===== src/rtl/enc_4_2_rr.sv =====
// enc_4_2_rr: registered 4-to-2 encoder with round-robin priority and a
// valid/ack handshake. Requests are active-low one-cold lines; a grant is
// sticky in HOLD until the consumer acknowledges it.
module enc_4_2_rr (
  input  logic       clk,
  input  logic       rst,
  input  logic       enable_n,
  input  logic [3:0] req_n,
  input  logic       ack,
  output logic [1:0] sel,
  output logic       valid,
  output logic       multi
);

  localparam int unsigned NREQ  = 4;
  localparam int unsigned IDX_W = 2;

  typedef enum logic {
    IDLE = 1'b0,
    HOLD = 1'b1
  } state_t;

  state_t           r_state;
  logic [IDX_W-1:0] r_ptr;
  logic [IDX_W-1:0] r_sel;
  logic             r_valid;
  logic             r_multi;

  logic [IDX_W-1:0] w_search_ptr;
  logic [IDX_W-1:0] w_idx;
  logic             w_grant;
  logic             w_multi;
  logic             w_accept;

  // First active-low request at or after ptr, walking upward modulo 4.
  function automatic logic [IDX_W-1:0] f_search(input logic [IDX_W-1:0] ptr,
                                                input logic [NREQ-1:0]  rq_n);
    logic [IDX_W-1:0] res;
    logic [IDX_W-1:0] idx;
    logic             hit;
    res = ptr;
    hit = 1'b0;
    for (int unsigned k = 0; k < NREQ; k++) begin
      idx = ptr + IDX_W'(k);
      if (!hit && !rq_n[idx]) begin
        res = idx;
        hit = 1'b1;
      end
    end
    return res;
  endfunction

  // An accepted grant advances the pointer in the same edge that reloads.
  assign w_accept     = (r_state == HOLD) && ack;
  assign w_search_ptr = w_accept ? (r_sel + IDX_W'(1)) : r_ptr;
  assign w_idx        = f_search(w_search_ptr, req_n);
  assign w_grant      = !enable_n && (req_n != 4'b1111);
  assign w_multi      = ($countones(~req_n) >= 2);

  // FSM, pointer and registered outputs.
  always_ff @(posedge clk) begin
    if (rst) begin
      r_state <= IDLE;
      r_ptr   <= '0;
      r_sel   <= '0;
      r_valid <= 1'b0;
      r_multi <= 1'b0;
    end else begin
      case (r_state)
        IDLE: begin
          if (w_grant) begin
            r_sel   <= w_idx;
            r_multi <= w_multi;
            r_valid <= 1'b1;
            r_state <= HOLD;
          end else begin
            r_valid <= 1'b0;
          end
        end
        HOLD: begin
          if (ack) begin
            r_ptr <= w_search_ptr;
            if (w_grant) begin
              r_sel   <= w_idx;
              r_multi <= w_multi;
              r_valid <= 1'b1;
            end else begin
              r_valid <= 1'b0;
              r_state <= IDLE;
            end
          end
        end
        default: begin
          r_valid <= 1'b0;
          r_state <= IDLE;
        end
      endcase
    end
  end

  assign sel   = r_sel;
  assign valid = r_valid;
  assign multi = r_multi;

endmodule


===== config.mk =====
export PLATFORM = sky130hd
export DESIGN_NAME = enc_4_2_rr
export DESIGN_NICKNAME = d
export VERILOG_FILES = /design/src/rtl/enc_4_2_rr.sv
export SDC_FILE = /design/constraint.sdc
export NUM_CORES = 1
export LEC_CHECK = 0
export CAP_MARGIN = 5
export CORE_UTILIZATION = 30
export DETAILED_ROUTE_END_ITERATION = 16
export GPL_TIMING_DRIVEN = 0
export SYNTH_ARGS = -nofsm -noshare
export SYNTH_HDL_FRONTEND = slang
export SYNTH_SLANG_ARGS = --single-unit

===== constraint.sdc =====
create_clock -name clk -period 4.43 [get_ports clk]
set_input_delay 0.443 -clock clk [delete_from_list [all_inputs] [get_ports clk]]
set_output_delay 0.443 -clock clk [all_outputs]
set_load 0.005 [all_outputs]

### Word-level counts from Yosys, hierarchy flattened

Cells that the tools add are included.

* $add $sub $neg: 7
* multiply operators: 0
* div/mod/pow operators: 0
* $lt $le $gt $ge: 5
* eq/ne operators: 2
* shifts and indexed selects: 0
* muxes and demuxes: 26
* bitwise gates (word level): 2
* reductions and logical operators: 12

Operators with widths (count)
* less-than comparator 2 x 3 -> 1 bit (second input constant): 4
* 2-to-1 mux 1 bit: 12
* 2-to-1 mux 2 bit: 6
* binary-select mux 1 bit (select 2 bit): 4
* zero test 1 bit: 6
* case mux 1 bit (2 select lines): 3
* logical AND 1 bit: 5
* adder 1 x 1 -> 2 bit: 2
* adder 2 x 1 -> 2 bit (second input constant): 2
* adder 2 bit (second input constant): 2
* != test 4 bit (second input constant): 1
* NOT 4 bit: 1
* case mux 2 bit (2 select lines): 1
* adder 2 x 2 -> 3 bit: 1
* greater-or-equal comparator 3 x 2 -> 1 bit (second input constant): 1
* != test 2 bit (second input constant): 1
* AND reduction 2 bit: 1
* NOT 1 bit: 1

* register bits: 7
* bits in latches: 0
* memory bits (writable): 0
* ROM bits: 0
* bits of input ports: 8
* memories: 0

### Longest topological paths before layout

* depth after elaboration: 17
* gate-level depth with buffers: 6
* depth with buffers taken out: 6

### Worst setup path before layout

No wires, ideal clock.

* path type: input -> register
* start: input port req_n[0]
* end: register r_sel[0], in the netlist sel[0]
* arrival time: 1.650 ns
* required time: 4.356 ns
* setup slack: 2.705 ns
* stages on the path: 5
* path buffers: 0
* cells stage by stage: ha_1 > a31oi_1 > nand2_1 > or4b_1 > a31oi_1

* longest elaborated chain between the ends: 14
* elaborated cells between the ends (all ways): 27

Ends and longest elaborated chain
* from (decl): line 8 `input logic [3:0] req_n,`
* binary-select mux 1 bit (select 2 bit): line 45 `if (!hit && !rq_n[idx]) begin`
* 2-to-1 mux 1 bit (not written as such): line 45
* zero test 1 bit: line 45
* logical AND 1 bit: line 45
* 2-to-1 mux 1 bit: line 45
* zero test 1 bit: line 45
* logical AND 1 bit: line 45
* 2-to-1 mux 1 bit: line 45
* zero test 1 bit: line 45
* logical AND 1 bit: line 45
* 2-to-1 mux 2 bit: line 45
* 2-to-1 mux 2 bit (*): line 71, 83
* 2-to-1 mux 2 bit: line 81 `if (ack) begin`
* case mux 2 bit (2 select lines) (*): line 69 `case (r_state)`
* to (signal assigned): line 72 `r_sel <= w_idx;`
* to (signal assigned): line 84 `r_sel <= w_idx;`
* to (decl): line 25 `logic [IDX_W-1:0] r_sel;`

Mark *: on every way between the ends. The rest lies on a longest branch, timed or not. The select of a mux whose other input is x is not followed.
A chain may end at the register's enable or synchronous reset.

### Worst setup path in the final report

Same ends and word-level chain as after synthesis.

==> key figures <==
Cells and area
  • Post-route insts no fill: 78
  • Commonest non-fill, non-tap cell in the layout: clkdlybuf4s50_1
  • Multi-input combinational cell area: 261.5 sq um
  • Fillers: 149
  • Layout area overhead: 34.42%
  • Design area: 566.8 sq um
  • Most frequent cells in the layout: 10 x clkdlybuf4s50_1, 7 x dfxtp_1, 6 x nor2_1
  • Layout cells sized above 1: 11.11%
  • # diodes: 0
  • Reg area: 140.1 sq um
  • Layout Nets: 74

Placed design
  • DPL Wire Length: 602.6 microns
  • # port buffers: 10
  • Post-DP Area: 540.5 sq um
  • Post-Place Cells: 74
  • Gpl congestion: 0.6588

GRT
  • First-pass GRT wire length: 1.352 mm
  • Pin count of the biggest net entering global routing: 9
  • GRT overflow: 0
  • Vias in the first global route: 337
  • Overall Global Routing Usage: 13.80%
  • Initial antenna violation count: 0

Logic synthesis
  • Synth top area share: 33.23%
  • Synth Cell Area: 421.7 sq um
  • Synthesis Warnings: 0
  • Area leader, netlist: dfxtp_1
  • Synth top area cells: dfxtp_1 33%, nor2_1 5.3%, fa_1 4.7%, mux2i_1 4.7%, a2bb2oi_1 4.2%
  • Cells after Synth: 49
  • Post-synth cell types: 26
  • Post-synthesis net count: 59
  • Mean Syn Cell Area: 8.605 sq um
  • Yosys reg bits: 7
  • Sequential share of the synthesized area: 33.23%

Outcome
  • Status: complete, no violations

STA
  • Period utilization: 50.68%
  • Clk_skew: 0.001815 ns
  • Minimum clock period after layout: 2.245 ns
  • Max Fclk: 445.5 MHz
  • Hold Vio Cnt, Final: 0
  • Setup_tns: 0 ns
  • RSZ-0062 raised after global routing: no
  • Final Max Slew Viols: 0
  • Final setup viols: 0
  • Max transition margin: 66.28%
  • Actual slew at the worst max-slew pin: 0.4917 ns

Critical path
  • Type of origin of the critical path: primary input
  • Required time worst endpoint: 4.61 ns
  • CP Max Fanout: 7
  • Crit-path slowest cell: clkdlybuf4s50_1
  • Largest stage delay, worst path: 0.55 ns
  • Crit-path most repeated cell: a31oi_1
  • Crit Path Category: primary input to register
  • CP arrival: 2.42 ns
  • CP Capture Type: register
  • Cell chain of the critical path: clkdlybuf4s50_1 > ha_1 > a31oi_1 > nand2_1 > or4b_1 > a31oi_1

Floorplanning
  • Chip height: 39.49 microns
  • Ports: 12
  • Die W: 39.49 microns
  • Initial Util: 32.40%
  • Die Area: 1559 sq um
  • Floorplan row count: 13
  • Core ar.: 1301 sq um

Clock tree
  • Clock Path Buffers: 2
  • Root Buffer: clkbuf_4
  • TritonCTS clock tree: done
  • Clock slew at reported path FFs: 0.05 ns
  • Insertion delay to the later sink of the worst-skew pair: 0.25 ns
  • Clock Sinks: 7
  • Post CTS Setup Buffer Count: 0
  • Cts bufs inserted: 3
  • Post-CTS sizing: 0
  • H-tree levels: 1
  • CTS Hold Buffers Added: 0

Detailed routing
  • Routed vias: 392
  • DR pass1 iterations: 3
  • Via density: 5.026
  • Wire per inst: 10.29 microns
  • Initial DRC count: 8
  • Drt total wl: 803 microns
  • Drt drc: 0
  • Routed Antenna Nets: 0

Power and ir drop
  • Worst VDD drop: 0.00008272 V
  • Pwr dens: 293.4 nW/um^2
  • Pleak: 0.2363 nW

Job
  • Max-Cap Viols: 0

Min path
  • Hold Path Class: register to register
## synthesized netlist by cell type
cell,instances
a21boi_0,1
a21o_1,1
a21oi_1,3
a2bb2oi_1,2
a311oi_1,1
a31oi_1,2
buf_2,1
dfxtp_1,7
fa_1,1
ha_1,1
inv_1,4
mux2i_1,2
mux2i_2,1
nand2_1,3
nand2_2,1
nand4_1,1
nor2_1,6
nor2_2,1
nor3b_1,1
o21a_1,1
o21ai_0,2
o21ai_1,1
o31a_1,2
or2b_1,1
or4b_1,1
xor2_1,1
## worst max-delay path: cells and delay by family
kind / cells / cell delay, ns
adder cells (fa/ha/maj): 1 / 0.26
AO/OA/AOI/OAI: 2 / 0.43
AND/OR/NAND/NOR: 2 / 0.75
buffers and inverters: 1 / 0.55
## registers in the layout (all words and copies together), names as in the netlist
| signal | cells |
|---|---|
| r_state | 1 |
| sel | 2 |
| valid | 1 |
| r_ptr | 2 |
| multi | 1 |
## per-stage QoR
stage          total power [mW]  setup WS [ns]  util [%]  hold WS [ns]
3_3_place_gp             0.1112          1.933     41.54        0.4485
6_report                 0.1663          2.185     43.56        0.4617
5_1_grt                  0.1763          2.028     43.56        0.4818
4_1_cts                  0.1697          2.193     43.56        0.4683
3_5_place_dp             0.1112          1.928     41.54        0.4607
2_1_floorplan           0.09297          2.705         -        0.4642
## layer usage
metal,up-vias,wire [microns],global-route usage [%]
met4,0,32,15.52
met3,4,38,3.409
met2,13,304,18.03
met1,173,426,16.78
li1,202,-,-
met5,-,0,0
## final cells by class
class                           count  share of cell area [%]
Timing Repair Buffer               10                   17.66
Tap cell                           15                   3.311
Multi-Input combinational cell     37                   46.14
Clock buffer                        4                   4.636
Buffer                              1                  0.8830
Sequential cell                     7                   24.72
Inverter                            4                   2.649
## path summary, 6_finish.rpt
check	from	end	slack, ns	cells past startpoint
min reg2reg	valid	valid	0.46	1
max	req_n[0]	sel[0]	2.19	6
max reg2reg	sel[1]	sel[0]	2.78	5
min	valid	valid	0.46	1
## where the power goes
part / leakage, nW / switching (mW) / internal [mW]
combinational: 0.164 / 0.0179 / 0.0210
clock: 0.0150 / 0.0222 / 0.0343
sequential: 0.0577 / 0.00306 / 0.0678
total: 0.236 / 0.0432 / 0.123
## kinds of logic (layout without fill, tap and decap cells)
group	Yosys count	after routing	share of synthesized area (%)
AO/OA/AOI/OAI	16	16	25.82
AND/OR/NAND/NOR	15	15	18.40
multiplexers	3	3	8.011
adder cells (fa/ha/maj)	2	2	7.715
flip-flops	7	7	33.23
buffers and inverters	5	19	4.746
XOR/XNOR	1	1	2.078
No activity file was read; power rests on OpenSTA's default activity.
